`src/rtl/wb_arb_pkg.sv`:
```
// wb_arb_pkg: shared sizes, source indices and index type for the writeback-port arbiter
package wb_arb_pkg;
  localparam int NUM_SRC = 8;
  localparam int SEL_W = 3;
  typedef logic [SEL_W-1:0] src_idx_t;
  localparam src_idx_t SRC_ALU  = 3'd0;
  localparam src_idx_t SRC_LOAD = 3'd1;
  localparam src_idx_t SRC_MUL  = 3'd2;
  localparam src_idx_t SRC_DIV  = 3'd3;
  localparam src_idx_t SRC_CSR  = 3'd4;
  localparam src_idx_t SRC_PC4  = 3'd5;
  localparam src_idx_t SRC_AUX0 = 3'd6;
  localparam src_idx_t SRC_AUX1 = 3'd7;
endpackage

```
`src/rtl/wb_arb_pick.sv`:
```
// wb_arb_pick: first set request found searching upward (with wrap) from start
module wb_arb_pick
  import wb_arb_pkg::*;
(
  input  logic [NUM_SRC-1:0] req,
  input  src_idx_t           start,
  output logic [NUM_SRC-1:0] gnt,
  output src_idx_t           idx,
  output logic               any
);
  src_idx_t i;
  always_comb begin
    i = start;
    idx = '0;
    any = 1'b0;
    for (int k = 0; k < NUM_SRC; k++) begin
      i = start + SEL_W'(k);
      if (!any && req[i]) begin
        any = 1'b1;
        idx = i;
      end
    end
    gnt = any ? (NUM_SRC'(1) << idx) : '0;
  end
endmodule

```
`src/rtl/wb_port_arbiter.sv`:
```
// wb_port_arbiter: register-file write-port arbiter with a one-entry stallable writeback stage.
// WB_ARB_RR_EN selects round-robin arbitration; otherwise fixed priority, source 0 highest.
module wb_port_arbiter
  import wb_arb_pkg::*;
#(
  parameter int BIT_WIDTH = 32,
  parameter int REG_ADDR_W = 5
) (
  input  logic                          clk,
  input  logic                          rst,
  input  logic [NUM_SRC-1:0]            req_valid,
  input  logic [NUM_SRC*REG_ADDR_W-1:0] req_rd,
  output logic [NUM_SRC-1:0]            req_ready,
  output logic [SEL_W-1:0]              mux_sel,
  input  logic [BIT_WIDTH-1:0]          mux_y,
  input  logic                          stall,
  input  logic                          flush,
  output logic                          wb_en,
  output logic [REG_ADDR_W-1:0]         wb_rd,
  output logic [BIT_WIDTH-1:0]          wb_data
);
  logic [NUM_SRC-1:0] gnt;
  src_idx_t idx, start, sel_q;
  logic any, fire;
  logic [REG_ADDR_W-1:0] rd_g;
  wb_arb_pick u_pick (
    .req   (req_valid),
    .start (start),
    .gnt   (gnt),
    .idx   (idx),
    .any   (any)
  );
  assign fire = (!wb_en || !stall) && !flush && !rst && any;
  assign req_ready = fire ? gnt : '0;
  assign mux_sel = fire ? idx : sel_q;
  assign rd_g = req_rd[idx*REG_ADDR_W +: REG_ADDR_W];
`ifdef WB_ARB_RR_EN
  src_idx_t ptr;
  assign start = ptr;
  always_ff @(posedge clk) begin
    if (rst) ptr <= '0;
    else if (fire) ptr <= idx + 1'b1;
  end
`else
  assign start = '0;
`endif
  always_ff @(posedge clk) begin
    if (rst) begin
      wb_en <= 1'b0;
      wb_rd <= '0;
      wb_data <= '0;
      sel_q <= '0;
    end else if (flush) begin
      wb_en <= 1'b0;
    end else if (fire) begin
      wb_en <= rd_g != '0;
      wb_rd <= rd_g;
      wb_data <= mux_y;
      sel_q <= idx;
    end else if (!stall) begin
      wb_en <= 1'b0;
    end
  end
endmodule
```
`config.mk`:
```
export PLATFORM = sky130hd
export DESIGN_NAME = wb_port_arbiter
export DESIGN_NICKNAME = d
export VERILOG_FILES = /design/src/rtl/wb_arb_pkg.sv /design/src/rtl/wb_arb_pick.sv /design/src/rtl/wb_port_arbiter.sv
export SDC_FILE = /design/constraint.sdc
export NUM_CORES = 1
export LEC_CHECK = 0
export ABC_AREA = 1
export CAP_MARGIN = 20
export CORE_ASPECT_RATIO = 0.75
export CORE_MARGIN = 8
export CORE_UTILIZATION = 33
export DETAILED_ROUTE_END_ITERATION = 16
export GPL_TIMING_DRIVEN = 0
export PLACE_DENSITY_LB_ADDON = 0.05
export SLEW_MARGIN = 10
export SYNTH_ARGS = -nofsm -noshare
export SYNTH_HDL_FRONTEND = slang
export SYNTH_SLANG_ARGS = --single-unit
```
`constraint.sdc`:
```
create_clock -name clk -period 2 [get_ports clk]
set_clock_uncertainty 0.15 [all_clocks]
set_input_delay 0.5 -clock clk [delete_from_list [all_inputs] [get_ports clk]]
set_output_delay 0.5 -clock clk [all_outputs]
set_load 0.03 [all_outputs]
```
Yosys cells after proc, flatten, opt, wreduce, memory -nomap -nowiden
Cells that the tools add are included.
Widths: inputs -> output; s select.
- eq/ne operators: 1
- reduce and logical (&&, ||, !) cells: 25
- $mul: 1
- multiplexer cells: 20
- bitwise logic cells: 1
- shift-type cells: 2
- operators with widths (operator ; count):
    $shiftx 40x7->5 ; 1
    $mux 8 ; 2
    $mux 3 ; 5
    $logic_not 1->1 ; 11
    $mux 1 ; 11
    $logic_and 1x1->1 ; 10
    $shl 1x3->8 const A ; 1
    $mul 3x3->6 const B ; 1
    $reduce_bool 5->1 ; 1
    $mux 2 ; 2
    $ne 2x1->1 const B ; 1
    $reduce_and 2->1 ; 1
    $reduce_or 2->1 ; 1
    $logic_or 1x1->1 ; 1
    $not 1->1 ; 1
- flip-flop bits (word level): 41
- output and inout bits: 49
- word-level logic and storage cells: 54
- input port bits: 84

Longest topological paths before layout
- depth after elaboration: 26
- mapped depth: 14
- mapped depth without buffers: 14

By module
Synthesis repeated with hierarchy kept, for this count alone.
- cell total of the unflattened synthesis: 483
- area total of the unflattened synthesis: 2894.0 sq um
- modules (own cells, without submodules) (module ; area an instance (sq um) ; instances ; cells each ; seq. area each (sq um)):
    wb_port_arbiter ; 1998.2 ; 1 ; 314 ; 820.8
    wb_arb_pick ; 895.9 ; 1 ; 169 ; 0.0

Worst setup path after synthesis
No wires, ideal clock.
- path kind: in2out
- start: input port req_valid[3]
- end: output port req_ready[3]
- cell stages on the path: 8
- data arrival time: 1.945 ns
- buffers on the path: 1
- slack: -0.595 ns
- data required time: 1.350 ns
- cell sequence: nor2_2 nand2_2 nor2_4 nand4_4 inv_2 nor2_2 buf_6 nor3_1
- longest elaborated chain between the ends: 17
- elaborated cells between the ends (all ways): 23
- those cells by class: 1 x shift; 12 x mux; 10 x reduce/logical
- ends and longest elaborated chain (item ; RTL line ; text):
    start, declared ; wb_port_arbiter.sv:11 ; input logic [NUM_SRC-1:0] req_valid,
    $logic_and 1x1->1 (*) ; wb_arb_pick.sv:18 ; if (!any && req[i]) begin
    $mux 1 ; wb_arb_pick.sv:18 ;
    $logic_not 1->1 ; wb_arb_pick.sv:18 ;
    $logic_and 1x1->1 ; wb_arb_pick.sv:18 ;
    $mux 1 ; wb_arb_pick.sv:18 ;
    $logic_not 1->1 ; wb_arb_pick.sv:18 ;
    $logic_and 1x1->1 ; wb_arb_pick.sv:18 ;
    $mux 1 ; wb_arb_pick.sv:18 ;
    $logic_not 1->1 ; wb_arb_pick.sv:18 ;
    $logic_and 1x1->1 ; wb_arb_pick.sv:18 ;
    $mux 1 ; wb_arb_pick.sv:18 ;
    $logic_not 1->1 ; wb_arb_pick.sv:18 ;
    $logic_and 1x1->1 ; wb_arb_pick.sv:18 ;
    $mux 3 ; wb_arb_pick.sv:18 ;
    $shl 1x3->8 ; wb_arb_pick.sv:23 ; gnt = any ? (NUM_SRC'(1) << idx) : '0;
    $mux 8 ; wb_arb_pick.sv:23 ;
    $mux 8 (*) ; wb_port_arbiter.sv:34 ; assign req_ready = fire ? gnt : '0;
    end, declared ; wb_port_arbiter.sv:13 ; output logic [NUM_SRC-1:0] req_ready,
Every way passes the cells marked *; elsewhere a longest branch is shown, timed or not.

Worst setup path in the final report
- start: input port req_valid[2]
- end: output port mux_sel[0]
- longest elaborated chain between the ends: 19
- elaborated cells between the ends (all ways): 25
- those cells by class: 13 x mux; 12 x reduce/logical
- ends and longest elaborated chain (item ; RTL line ; text):
    $logic_and 1x1->1 (*) ; wb_arb_pick.sv:18 ;
    $mux 1 ; wb_arb_pick.sv:18 ;
    $logic_not 1->1 ; wb_arb_pick.sv:18 ;
    $logic_and 1x1->1 ; wb_arb_pick.sv:18 ;
    $mux 1 ; wb_arb_pick.sv:18 ;
    $logic_not 1->1 ; wb_arb_pick.sv:18 ;
    $logic_and 1x1->1 ; wb_arb_pick.sv:18 ;
    $mux 1 ; wb_arb_pick.sv:18 ;
    (+3 left out) ; n/a ;
    $logic_not 1->1 ; wb_arb_pick.sv:18 ;
    $logic_and 1x1->1 ; wb_arb_pick.sv:18 ;
    $mux 1 ; wb_arb_pick.sv:18 ;
    $logic_not 1->1 ; wb_arb_pick.sv:18 ;
    $logic_and 1x1->1 ; wb_arb_pick.sv:18 ;
    $mux 1 ; wb_arb_pick.sv:18 ;
    $logic_and 1x1->1 ; wb_port_arbiter.sv:33 ; assign fire = (!wb_en || !stall) && !flush && !rst && any;
    $mux 3 (*) ; n/a ;
    end, declared ; wb_port_arbiter.sv:14 ; output logic [SEL_W-1:0] mux_sel,
Marked as above.

==> flow_summary.json <==
{
  "status": "finished, violations left",
  "violations": "setup timing",
  "portBuffers": 132,
  "maxSlewViolCount": 0,
  "slowest_stage": "or2_4",
  "multi_input_area_um2": 1340,
  "post_drt_wl_per_cell_um": 13.4,
  "tns_ps": -4280,
  "cp-end-kind": "output port",
  "fmax_mhz": 412,
  "min_period_over_period_pct": 121,
  "hold_path_class": "primary input to register",
  "worstHoldStart": "rst",
  "cap_violations": 0,
  "seqPwrFrac_pct": 36.9,
  "drt_first_pass_iters": 4,
  "wirelength_mm": 7.77,
  "crit_fanout": 3,
  "synth-adder-area-share_pct": 0,
  "gr-total-overflow": 0,
  "path_cells": "buf_8, nor2_4, nand2_4, nor2_4, nand4_1, nand2_2, inv_2, or2_4, o21ai_4, inv_2, buf_6",
  "die_area_um2": 9160,
  "numCtsBuffers": 5,
  "utilization_pct": 69.9,
  "setup_viol": 15,
  "drive_above_1_share_pct": 27.7,
  "setup_slack_ps": -427,
  "critPathBufInv": 4,
  "r2r_start": "wb_en",
  "drc": 0,
  "grt_first_pass_wirelength_mm": 12.6,
  "slowest_delay_ps": 250,
  "core_area_um2": 6220,
  "instances_no_fill": 580,
  "cts_max_level": 2,
  "internal_power_mw": 1.71,
  "rows": 25,
  "critPathTopFamily": "simple AND/OR/NAND/NOR gates",
  "syn2layout_area_growth_pct": 108,
  "cts_tree": "done",
  "synth_nets": 405,
  "drtIter0Drc": 48,
  "avgSynthCellArea_um2": 6.51,
  "worst_pin_slew_ps": 464,
  "holdPathEnd": "sel_q[1]",
  "reg2reg_depth": 8,
  "power_density_nw_per_um2": 560,
  "vias": 2644,
  "antenna_found_initial": 0,
  "viasPerCell": 4.56,
  "synth-edff-count": 0,
  "p_clk_share_pct": 28.2,
  "start_util_pct": 33.6,
  "place_congestion": 0.741,
  "cts_hold_buf": 0,
  "crit_arrival_ps": 1780,
  "reg2reg_to": "wb_rd[4]",
  "grt_setup_unrepaired": "true",
  "min_path_cells": 2,
  "synth_top_family_by_area": "simple AND/OR/NAND/NOR gates",
  "hold_viol_final": 0,
  "synth_area_um2": 2090,
  "ant_nets": 0,
  "timing.hold.ws_ps": 319,
  "synth-seq-cells": 41,
  "synth_xor_area_share_pct": 0,
  "die_w_um": 108,
  "n_fill_cell": 533,
  "ioPinCount": 133,
  "synthArstFlopShare_pct": 0,
  "start_kind": "primary input",
  "grt_max_degree": 14,
  "place_inst": 534,
  "ys_types": 24,
  "cts_max_path_buffers": 2,
  "power_mw": 2.44,
  "slew-limit-headroom_pct": 69.1,
  "synthSimpleGateAreaFrac_pct": 38.9,
  "numClockSinks": 41,
  "grt_usage_pct": 16.7,
  "postSynthCellCount": 321,
  "p_leak_nw": 2.19,
  "clkTransAtPathRegs_ps": 70,
  "p_sw_mw": 0.730,
  "clk_latency_ps": 280,
  "nNetsFinal": 581,
  "ys.flop_type": "dfxtp_1",
  "synth-compound-area-share_pct": 12.9,
  "yosysWarnings": 0,
  "required_ps": 1350,
  "power_frac_comb_pct": 34.8,
  "ff2ff_setup_slack_ps": 290,
  "p_sw_share_pct": 29.9,
  "synth_mux_area_share_pct": 0,
  "grt_pass1_vias": 2650,
  "place_hpwl_mm": 5.76,
  "regArea_um2": 821,
  "root_buffer": "clkbuf_8",
  "die_h_um": 84.9,
  "worstSetupPathType": "primary input to output port",
  "seq_area_frac_synth_pct": 39.3,
  "max-vdd-ir-drop_mv": 0.375,
  "finalCriticalPeriod_ps": 2430
}
-- registers in the layout, indices dropped and copies added (netlist names) --
register / flops
wb_rd: 5
wb_data: 32
sel_q: 3
wb_en: 1
-- power groups by stage --
stage | clock, mW | combinational (mW) | sequential (mW)
3_5_place_dp | 0 | 0.737 | 0.921
3_3_place_gp | 0 | 0.734 | 0.918
4_1_cts | 0.712 | 0.816 | 0.902
5_1_grt | 0.744 | 0.920 | 0.908
6_report | 0.688 | 0.849 | 0.901
2_1_floorplan | 0 | 0.280 | 1.03
-- final cells by class --
cell class | count | area share (%)
Multi-Input combinational cell | 242 | 30.9
Tap cell | 81 | 2.33
Clock buffer | 6 | 1.90
Buffer | 17 | 4.08
Antenna cell | 1 | 0.0575
Timing Repair Buffer | 170 | 39.0
Clock inverter | 2 | 0.863
Sequential cell | 41 | 18.9
Inverter | 20 | 1.98
-- Yosys cell counts (5+ instances only) --
| master | n | share of area [%] |
|---|---|---|
| nor3_1 | 7 | 1.7 |
| buf_6 | 5 | 2.7 |
| nand3_1 | 25 | 6.0 |
| dfxtp_1 | 41 | 39 |
| a21oi_1 | 6 | 1.4 |
| nand2_1 | 79 | 14 |
| inv_1 | 17 | 3.1 |
| o21ai_0 | 40 | 9.6 |
| clkbuf_1 | 9 | 1.6 |
| nor2_1 | 70 | 13 |
-- repair_timing --
| item | in CTS | in global routing |
|---|---|---|
| cloned | 0 | 1 |
| resized for setup | 152 | 44 |
| hold endpoints to repair | 0 | 0 |
| buffers inserted | 28 | 10 |
| setup endpoints to repair | 52 | 56 |
| pin swaps | 20 | 10 |
-- logic make-up after synthesis --
| logic type | count (synthesis) |
|---|---|
| and+or+nand+nor | 191 |
| AOI/OAI and AO/OA | 51 |
| DFF | 41 |
| buffers and inverters | 38 |
-- layout by cell type, fill, tap and decap left out, types with 3 or more instances in the layout --
master            n
o21ai_0          37
nor2_4            7
o21ai_2           5
nand2_2           4
buf_4            35
clkbuf_1          5
buf_8             5
dlymetal6s2s_1   20
inv_1             6
nand3_1          16
dfxtp_1          41
buf_2             3
nor2_1           67
nor3_4            6
inv_2            11
nand2_4           4
a21oi_2           4
nand2_1          72
clkdlybuf4s50_1  90
nand3_2           8
buf_6            21
clkbuf_8          6
-- worst max-delay path by stage --
stage	start	end	slack [ps]	cells after the start
global route	req_valid[2]	mux_sel[0]	-520	11
finish	req_valid[2]	mux_sel[0]	-430	11
CTS	req_valid[2]	req_ready[7]	-440	12
detailed placement	req_valid[0]	mux_sel[2]	-1520	12
floorplan	req_valid[3]	req_ready[3]	-200	7
global placement	req_valid[0]	mux_sel[2]	-1500	12
-- stage by stage --
step | cell area, um^2 | worst slack, ps
6_report | 4350 | -427
5_1_grt | 4350 | -518
4_1_cts | 4150 | -443
3_5_place_dp | 3670 | -1520
3_3_place_gp | 3670 | -1500
2_1_floorplan | 2240 | -196
-- per-layer routing --
layer | share of wire [%] | track usage [%] | vias to the layer above
met2 | 46 | 25.8 | 77
met3 | 9.4 | 6.89 | 7
met1 | 44 | 21.4 | 1185
met4 | 0.71 | 2.76 | 0
met5 | 0 | 0 | -
li1 | - | - | 1375
(Power assumes the default switching activity.)
